<file path="config.mk">
export PLATFORM = sky130hd
export DESIGN_NAME = pcfetch
export DESIGN_NICKNAME = d
export VERILOG_FILES = /design/src/rtl/pcfetch.sv
export SDC_FILE = /design/constraint.sdc
export NUM_CORES = 1
export LEC_CHECK = 0
export ABC_AREA = 1
export BUFFER_PORTS_ARGS = -buffer_cell sky130_fd_sc_hd__buf_4
export CORE_MARGIN = 2
export CORE_UTILIZATION = 35
export CTS_BUF_LIST = sky130_fd_sc_hd__clkbuf_4 sky130_fd_sc_hd__clkbuf_8 sky130_fd_sc_hd__clkbuf_16
export DETAILED_ROUTE_END_ITERATION = 10
export PLACE_DENSITY = 0.62
export SLEW_MARGIN = 25
export SYNTH_ARGS = -nofsm -noshare
export SYNTH_HDL_FRONTEND = slang
export SYNTH_SLANG_ARGS = --single-unit
</file>
<file path="constraint.sdc">
create_clock -name clk -period 1.85 [get_ports clk]
set_clock_uncertainty 0.1 [all_clocks]
set_input_delay 0.0925 -clock clk [delete_from_list [all_inputs] [get_ports clk]]
set_output_delay 0.0925 -clock clk [all_outputs]
set_load 0.01 [all_outputs]
</file>
<file path="src/rtl/pcfetch.sv">
// pcfetch: instruction fetch front end.
// Issues one instruction-bus request at a time, presents the returned word
// to decode, and handles redirects from execute by discarding any response
// that belongs to a superseded program counter.
// Optional feature macro: PCFETCH_MISALIGN_EN. When defined, a PC that is not
// 4-byte aligned is reported as a misalignment fault slot instead of being
// requested on the bus. When undefined, out_misalign is always 0.
module pcfetch #(
    parameter logic [63:0] RESET_PC = 64'h0000_0000_8000_0000
) (
    input  logic        clk,
    input  logic        reset,
    output logic        ireq_valid,
    output logic [63:0] ireq_addr,
    input  logic        iresp_data_ok,
    input  logic [31:0] iresp_data,
    input  logic        redirect_en,
    input  logic [63:0] redirect_pc,
    input  logic        stall,
    output logic        out_valid,
    output logic [63:0] out_pc,
    output logic [31:0] out_instr,
    output logic        out_misalign
);

    typedef enum logic [1:0] {
        IDLE,
        REQ,
        KILL,
        HOLD
    } state_t;

    state_t      state_q, state_d;
    logic [63:0] pc_q, pc_d;
    logic [63:0] tgt_q, tgt_d;
    logic        outValid_q, outValid_d;
    logic [63:0] outPc_q, outPc_d;
    logic [31:0] outInstr_q, outInstr_d;
    logic        outMisalign_q, outMisalign_d;
    logic        misalignFault;

`ifdef PCFETCH_MISALIGN_EN
    assign misalignFault = (state_q == REQ) && (pc_q[1:0] != 2'b00);
`else
    assign misalignFault = 1'b0;
`endif

    // Next-state, bus request and output-slot update for the fetch FSM.
    always_comb begin
        state_d       = state_q;
        pc_d          = pc_q;
        tgt_d         = tgt_q;
        outValid_d    = outValid_q;
        outPc_d       = outPc_q;
        outInstr_d    = outInstr_q;
        outMisalign_d = outMisalign_q;
        ireq_valid    = 1'b0;
        ireq_addr     = pc_q;

        case (state_q)
            IDLE: begin
                state_d = REQ;
                if (redirect_en) begin
                    pc_d = redirect_pc;
                end
            end

            REQ: begin
                if (misalignFault) begin
                    if (redirect_en) begin
                        pc_d = redirect_pc;
                    end else begin
                        outValid_d    = 1'b1;
                        outPc_d       = pc_q;
                        outInstr_d    = 32'h0;
                        outMisalign_d = 1'b1;
                        state_d       = HOLD;
                    end
                end else begin
                    ireq_valid = 1'b1;
                    if (iresp_data_ok) begin
                        if (redirect_en) begin
                            pc_d = redirect_pc;
                        end else begin
                            outValid_d    = 1'b1;
                            outPc_d       = pc_q;
                            outInstr_d    = iresp_data;
                            outMisalign_d = 1'b0;
                            pc_d          = pc_q + 64'd4;
                            state_d       = HOLD;
                        end
                    end else if (redirect_en) begin
                        tgt_d   = redirect_pc;
                        state_d = KILL;
                    end
                end
            end

            KILL: begin
                ireq_valid = 1'b1;
                if (redirect_en) begin
                    tgt_d = redirect_pc;
                end
                if (iresp_data_ok) begin
                    pc_d    = redirect_en ? redirect_pc : tgt_q;
                    state_d = REQ;
                end
            end

            HOLD: begin
                if (redirect_en) begin
                    outValid_d    = 1'b0;
                    outMisalign_d = 1'b0;
                    pc_d          = redirect_pc;
                    state_d       = REQ;
                end else if (!stall) begin
                    outValid_d    = 1'b0;
                    outMisalign_d = 1'b0;
                    state_d       = REQ;
                end
            end

            default: begin
                state_d = IDLE;
            end
        endcase
    end

    // State, PC, redirect target and presented slot registers.
    always_ff @(posedge clk) begin
        if (reset) begin
            state_q       <= IDLE;
            pc_q          <= RESET_PC;
            tgt_q         <= 64'h0;
            outValid_q    <= 1'b0;
            outPc_q       <= 64'h0;
            outInstr_q    <= 32'h0;
            outMisalign_q <= 1'b0;
        end else begin
            state_q       <= state_d;
            pc_q          <= pc_d;
            tgt_q         <= tgt_d;
            outValid_q    <= outValid_d;
            outPc_q       <= outPc_d;
            outInstr_q    <= outInstr_d;
            outMisalign_q <= outMisalign_d;
        end
    end

    assign out_valid    = outValid_q;
    assign out_pc       = outPc_q;
    assign out_instr    = outInstr_q;
    assign out_misalign = outMisalign_q;

endmodule

</file>
Word-level counts from Yosys, hierarchy flattened

Cells that the tools add are included.

Add/sub/neg operators: 1
Equal/unequal tests: 11
Muxes and demuxes: 24
Bitwise gates (word level): 1
Reduce and logical (&&, ||, !) cells: 10

Operators with widths:

| operator              | number |
|---|---|
| $mux 64               | 6 |
| $pmux 64 s3           | 1 |
| $pmux 64 s2           | 1 |
| $add 64x3->64 const B | 1 |
| $mux 2                | 6 |
| $ne 3x3->1 const B    | 3 |
| $ne 2x2->1 const B    | 4 |
| $pmux 2 s4            | 1 |
| $reduce_and 4->1      | 2 |
| $mux 1                | 7 |
| $reduce_and 3->1      | 2 |
| $eq 2x2->1 const B    | 2 |
| $pmux 1 s2            | 2 |
| $reduce_bool 2->1     | 2 |
| $reduce_or 2->1       | 2 |
| $eq 2x1->1 const B    | 1 |
| $logic_not 2->1       | 1 |
| $ne 2x1->1 const B    | 1 |
| $reduce_and 2->1      | 1 |
| $not 1->1             | 1 |

Register bits after elaboration: 228
Input bits: 101
Output and inout bits: 163
Word-level logic and storage cells: 54

Logic depth before layout (Yosys ltp)

Gate-level depths: netlist of run 1.

Word-level depth: 4
Mapped depth: 12
Depth with buffers taken out: 12

Least setup slack after synthesis of run 1

Ideal clock, no wire load.

Path kind: register -> register
Start point: register state_q[0]
End point: register pc_q[2], in the netlist ireq_addr[2]
Setup time: 0.119 ns
Arrival: 1.575 ns
Required time: 1.631 ns
Setup slack: 0.056 ns
Cell stages (with the launch flop): 9
Path buffers: 1
Period minus slack after synthesis: 1.794 ns
Cell sequence: dfxtp_1 inv_1 ha_1 inv_1 o211ai_4 inv_2 buf_2 o21ai_0 o221a_2

Word-level cells in the longest chain between the ends: 4
Elaborated cells on any way between the ends: 10
Those cells by class: 6 x eq/ne; 1 x mux; 3 x reduce/logical

RTL lines:

| what                                          | line | RTL |
|---|---|---|
| start: declaration                            | 33   | `state_t state_q, state_d;` |
| start signal: assignment                      | 140  | `state_q <= state_d;` |
| $eq 2x2->1 or $logic_not 2->1 (tied branches) | 60   | `case (state_q)` |
| $reduce_or 2->1 (no line)                     | --   |  |
| $ne 2x1->1 (no line)                          | --   |  |
| $reduce_and 3->1 (no line)                    | --   |  |
| end signal: assignment                        | 141  | `pc_q <= pc_d;` |
| end: declaration                              | 34   | `logic [63:0] pc_q, pc_d;` |

Several ways; a longest one is shown, not always the timed one.
A chain may end at the register's enable or synchronous reset.

Worst setup path in the final report of run 1

Start point: register state_q[1]
End point: register pc_q[57], in the netlist ireq_addr[57]

The elaborated chain is that of the path after synthesis.

==> results.sh, run 1 <==
export IMPL_status="complete, no violations"
export IMPL_synth_edf_count=0
export IMPL_cp_data_arrival_time_ns=2.16
export IMPL_internal_power_uw=12000
export IMPL_drc=0
export IMPL_tns_ns=0
export IMPL_critPathKind="reg -> reg"
export IMPL_finalCritPeriodShare=0.993
export IMPL_clkLatencyLatePin_ns=0.55
export IMPL_syn_area_mm2=0.0116
export IMPL_combPwrFrac=0.355
export IMPL_slew_headroom=0.626
export IMPL_grt_pass1_vias=13100
export IMPL_hp_class="in -> reg"
export IMPL_route_detailed_wl_per_inst_um=18.1
export IMPL_drt_first_pass_iters=5
export IMPL_pre_cts_ws_ns=-0.331
export IMPL_antenna_found_initial=0
export IMPL_layout_cells_most_common_list="470 x nand2_1, 407 x buf_4, 206 x dfxtp_1, 194 x a21oi_1, 148 x o21ai_0"
export IMPL_n_antenna_cell=0
export IMPL_fin_crit_ns=1.84
export IMPL_slew_viol_final=0
export IMPL_p_clk_frac=0.302
export IMPL_clkSlewWorstSetupHoldPaths_ns=0.06
export IMPL_numPortBuffers=262
export IMPL_hold_viol=0
export IMPL_dieArea_mm2=0.0346
export IMPL_critPathMaxStageDelay_ns=0.35
export IMPL_yosysTopAreaCell="dfxtp_1"
export IMPL_syn_inst=1711
export IMPL_grt_max_degree=101
export IMPL_gp_congestion=0.968
export IMPL_critPathCaptureType="register"
export IMPL_ios=264
export IMPL_drive_gt1_frac=0.286
export IMPL_clock_path_buffers=3
export IMPL_num_vias=13900
export IMPL_p_sw_uw=6500
export IMPL_critical_path_peak_fanout=13
export IMPL_first_iter_violations=1100
export IMPL_cp_cell_sequence="inv_1, ha_2, nor2_2, inv_2, buf_12, buf_12, a21oi_1, a211oi_2, a21oi_1"
export IMPL_crit_slowest_cell="dfxtp_2"
export IMPL_grt_pass1_wl_mm=71.0
export IMPL_cp_start_kind="register"
export IMPL_ys_flop_type="dfxtp_1"
export IMPL_power_density_mw_per_mm2=1050
export IMPL_yosysTopAreaCellShare=0.392
export IMPL_rsz0062_at_grt="true"
export IMPL_nets=2265
export IMPL_synth_area_leaders="dfxtp_1 39%, nand2_1 15%, a21oi_1 8.5%, o21ai_0 6.8%, nand3_1 5.6%"
export IMPL_cts_buffers=27
export IMPL_dieHeight_um=186
export IMPL_cts_tree="done"
export IMPL_areaGrowthSynthToFinish_pct=51.2
export IMPL_tightest_slew_ns=0.560
export IMPL_root_buffer="clkbuf_16"
export IMPL_switching_share=0.352
export IMPL_ys_types=44
export IMPL_syn_area_per_cell_um2=6.78
export IMPL_yosys_warnings=0
export IMPL_core_area_mm2=0.0326
export IMPL_final_common_cell="nand2_1"
export IMPL_async_flop_share=0
export IMPL_irDropWorstVdd_mv=0.794
export IMPL_grt_overflow=0
export IMPL_setup_viol=0
export IMPL_track_usage=0.260
export IMPL_maxCapViolCount=0
export IMPL_wl_mm=47.6
export IMPL_die_x_um=186
export IMPL_p_leak_uw=0.00726
export IMPL_drt_vias_per_instance=5.29
export IMPL_ys_ff_latch=227
export IMPL_finalWorstSetupSlack_ns=0.0132
export IMPL_max_clock_freq_ghz=0.544
export IMPL_post_dp_hpwl_mm=32.1
export IMPL_seq_power_share=0.343
export IMPL_ant_nets=0
export IMPL_seq_area_frac_synth=0.392
export IMPL_h_tree_depth=1
export IMPL_start_util=0.356
export IMPL_synth_nets=1816
export IMPL_cts_sinks=227
export IMPL_cp_required_ns=2.17
export IMPL_row_count=66
critical path, delay by kind of cell, from the launching register on:
family	cells	cell delay, ns
AOI/OAI and AO/OA	3	0.38
buffers and inverters	4	0.55
adders and majority gates	1	0.25
and+or+nand+nor	1	0.07
DFF	1	0.35
layout make-up:
cell class / instances / area, µm²
Inverter: 87 / 337
Sequential cell: 227 / 4570
Fill cell: 3081 / 15100
Timing Repair Buffer: 533 / 4570
Clock inverter: 9 / 123
Multi-Input combinational cell: 1284 / 6590
Clock buffer: 39 / 797
Tap cell: 442 / 553
state kept, by name (all words and copies together) (netlist names):
signal	flops
out_pc	64
out_valid	1
out_instr	32
ireq_addr	64
tgt_q	64
state_q	2
stage by stage:
step / std cells / area (µm²) / hold WS, ns / total power [µW] / utilization
2_1_floorplan: 1711 / 11600 / 0.154 / 9120 / -
3_3_place_gp: 2462 / 15100 / 0.274 / 12000 / 0.462
3_5_place_dp: 2462 / 15100 / 0.279 / 12100 / 0.462
4_1_cts: 2611 / 17100 / 0.0103 / 18000 / 0.524
5_1_grt: 2621 / 17500 / 0.0257 / 19300 / 0.538
6_report: 2621 / 17500 / 0.0154 / 18500 / 0.538
final timing paths:
check                                     to                    start  slack, ns  cells past startpoint
setup reg to reg  ireq_addr[57]$_SDFFE_PP0P_  state_q[1]$_SDFFE_PP0P_       0.01                      9
hold / removal        out_pc[7]$_SDFFE_PP0P_                    reset       0.02                      3
hold reg to reg       out_pc[9]$_SDFFE_PP0P_   out_pc[9]$_SDFFE_PP0P_       0.36                      2
setup / recovery  ireq_addr[57]$_SDFFE_PP0P_  state_q[1]$_SDFFE_PP0P_       0.01                      9
power by group through the flow:
stage	combinational, µW	clock (µW)	sequential [µW]
after CTS	6090	5670	6270
after global routing	7080	5850	6400
after detailed placement	5750	0	6360
after floorplan	2590	0	6530
after global placement	5660	0	6350
final	6550	5580	6320
cells in the mapped netlist, types with 3 or more instances:
| master | count |
|---|---|
| a211oi_1 | 22 |
| a21oi_1 | 196 |
| a21oi_2 | 3 |
| a221oi_1 | 20 |
| a31oi_1 | 55 |
| buf_1 | 7 |
| buf_2 | 34 |
| buf_4 | 6 |
| clkbuf_1 | 64 |
| dfxtp_1 | 227 |
| ha_1 | 4 |
| inv_1 | 73 |
| inv_2 | 12 |
| mux2i_1 | 6 |
| nand2_1 | 477 |
| nand2_2 | 11 |
| nand2_4 | 3 |
| nand3_1 | 129 |
| nand3b_1 | 3 |
| nand4_1 | 10 |
| nor2_1 | 117 |
| nor2_2 | 10 |
| nor2_4 | 7 |
| o21ai_0 | 157 |
| o21ai_1 | 7 |
| o21bai_1 | 11 |
| o22ai_1 | 9 |
| xnor2_1 | 9 |
cells by family after synthesis:
family / Yosys count / synth area share
other cells: 1 / 0.000323
mux: 6 / 0.00518
compound gates: 489 / 0.236
buf+inv: 200 / 0.0716
flops: 227 / 0.392
simple gates: 774 / 0.283
fa+ha+maj: 4 / 0.00432
xor+xnor: 10 / 0.00755
per-layer routing:
| metal | vias to the layer above | share of wire | global-route usage |
|---|---|---|---|
| li1 | 6694 | - | - |
| met1 | 6525 | 0.41 | 0.322 |
| met2 | 537 | 0.47 | 0.447 |
| met3 | 116 | 0.068 | 0.0432 |
| met4 | 0 | 0.047 | 0.105 |
| met5 | - | 0 | 0 |
what timing repair did:
action	CTS	global route
endpoints found under the setup margin	41	114
gates resized for setup	25	96
setup buffers	2	7
pin swaps	1	9
cloned	0	3
hold endpoints to repair	161	0
hold buffers	99	0
Power figures use the tool's default switching activity.
==> inputs of run 2 (changes only) <==
- CELL_PAD_IN_SITES_DETAIL_PLACEMENT: unset -> 1
- CELL_PAD_IN_SITES_GLOBAL_PLACEMENT: unset -> 2
- CORE_UTILIZATION: 35 -> 26
- MAX_ROUTING_LAYER: unset -> met4
- PLACE_DENSITY: 0.62 -> 0.79
==> results.sh, run 2 (synthesis results as in run 1) <==
export IMPL_rsz0062_at_grt="true"
export IMPL_slew_viol_final=0
export IMPL_status="finished with violations"
export IMPL_setup_viol=5
export IMPL_first_iter_violations=698
export IMPL_antenna_found_initial=0
export IMPL_layout_cells_most_common_list="449 x nand2_1, 428 x buf_4, 189 x dfxtp_1, 182 x a21oi_1, 124 x nand3_1"
export IMPL_hp_class="in -> reg"
export IMPL_drt_vias_per_instance=5.12
export IMPL_grt_max_degree=101
export IMPL_cp_start_kind="register"
export IMPL_root_buffer="clkbuf_16"
export IMPL_start_util=0.263
export IMPL_numPortBuffers=262
export IMPL_grt_pass1_wl_mm=86.3
export IMPL_place_inst=2633
export IMPL_critPathCaptureType="register"
export IMPL_dieHeight_um=215
export IMPL_clkSlewWorstSetupHoldPaths_ns=0.06
export IMPL_violations="negative setup slack"
export IMPL_drc=0
export IMPL_row_count=77
export IMPL_die_x_um=215
export IMPL_ant_nets=0
export IMPL_cp_required_ns=2.27
export IMPL_hold_path_startpoint="iresp_data_ok"
export IMPL_cts_buffers=29
export IMPL_maxCapViolCount=0
export IMPL_drt_first_pass_iters=5
export IMPL_fillers=5396
export IMPL_tns_ns=-0.0850
export IMPL_h_tree_depth=1
export IMPL_max_clock_freq_ghz=0.523
export IMPL_n_antenna_cell=0
export IMPL_critPathKind="reg -> reg"
export IMPL_nets=2314
export IMPL_p_leak_uw=0.00779
export IMPL_post_dp_hpwl_mm=39.6
export IMPL_hold_viol=0
export IMPL_stdcell_count=2823
export IMPL_r2r_start="state_q[0]$_SDFFE_PP0P_"
export IMPL_drive_gt1_frac=0.351
export IMPL_cts_tree="done"
export IMPL_grt_pass1_vias=14900
export IMPL_gp_congestion=0.885
export IMPL_cp_data_arrival_time_ns=2.34
export IMPL_core_area_mm2=0.0441
export IMPL_track_usage=0.242
export IMPL_dpl_cell_area_mm2=0.0154
export IMPL_wl_mm=59.2
export IMPL_finalCritPeriodShare=1.03
export IMPL_route_detailed_wl_per_inst_um=21.0
export IMPL_crit_start="state_q[0]$_SDFFE_PP0P_"
export IMPL_num_vias=14400
export IMPL_irDropWorstVdd_mv=0.692
export IMPL_power_density_mw_per_mm2=1070
export IMPL_grt_overflow=0
export IMPL_final_common_cell="nand2_1"
export IMPL_fin_crit_ns=1.91
export IMPL_cts_sinks=227
export IMPL_finalWorstSetupSlack_ns=-0.0617
export IMPL_clock_path_buffers=3
export IMPL_critical_path_peak_fanout=6
export IMPL_design_area_mm2=0.0191
export IMPL_timing_hold_ws_ns=0.0391
export IMPL_dieArea_mm2=0.0463
export IMPL_areaGrowthSynthToFinish_pct=64.5
export IMPL_ios=264
export IMPL_clkLatencyLatePin_ns=0.58
-- run 2: cell count changes in the layout (fill, tap and decap cells not counted), moves of 17 or more --
| cell | before | now |
|---|---|---|
| o21ai_1 | 16 | 33 |
| nor2_1 | 100 | 79 |
| dfxtp_1 | 206 | 189 |
| o21ai_0 | 148 | 105 |
| buf_4 | 407 | 428 |
| nand2_1 | 470 | 449 |
| o21ai_2 | 0 | 24 |
-- run 2: repair_timing --
action | CTS | global route
hold buffers | 101 | 0
endpoints found under the setup margin | 189 | 197
gates cloned | 6 | 9
pin swaps | 9 | 49
hold endpoints to repair | 170 | 0
setup buffers | 10 | 11
resized for setup | 107 | 225
-- run 2: layer usage --
layer  track usage  routed length (µm)
met2         0.425               29900
met4        0.0805                2130
met3        0.0316                2370
met1         0.284               24800
met5             -                   0
-- run 2: critical path, cell delays in order (launching register included) --
cell     delay, ns
dfxtp_2       0.33
buf_4         0.14
ha_4          0.18
nor2_2        0.15
inv_2         0.11
buf_4         0.18
o22ai_1       0.39
o221a_2       0.27
-- run 2: power breakdown --
group	internal (µW)	total (µW)	leakage [µW]	switching, µW
clock	3360	5720	0.000477	2360
sequential	5690	6470	0.00187	779
combinational	3690	8170	0.00545	4480
total	12700	20400	0.00779	7620
-- run 2: cell type report --
cell class	count	area, µm²	area share
repair inverters	1	6.26	0.000328
multi-input cells	1285	7220	0.378
flip-flops and latches	227	4600	0.241
inverters	87	344	0.0180
clock buffers	41	860	0.0451
well taps	592	741	0.0388
clock inverters	12	96.3	0.00505
repair buffers	578	5210	0.273
-- run 2: final timing paths --
kind                               end  slack [ns]  depth (start not counted)
max          ireq_addr[2]$_SDFFE_PP0P_       -0.06                          7
min            out_pc[14]$_SDFFE_PP0P_        0.04                          4
max reg2reg  ireq_addr[2]$_SDFFE_PP0P_       -0.06                          7
min reg2reg    out_pc[10]$_SDFFE_PP0P_        0.36                          2
-- run 2: metrics by stage --
| step | util | power [µW] | setup slack (ns) |
|---|---|---|---|
| 6_report | 0.432 | 20400 | -0.0617 |
| 5_1_grt | 0.432 | 21300 | -0.133 |
| 4_1_cts | 0.409 | 19400 | -0.00848 |
| 3_5_place_dp | 0.350 | 12600 | -0.393 |
| 3_3_place_gp | 0.350 | 12500 | -0.332 |
| 2_1_floorplan | - | 9120 | 0.0561 |
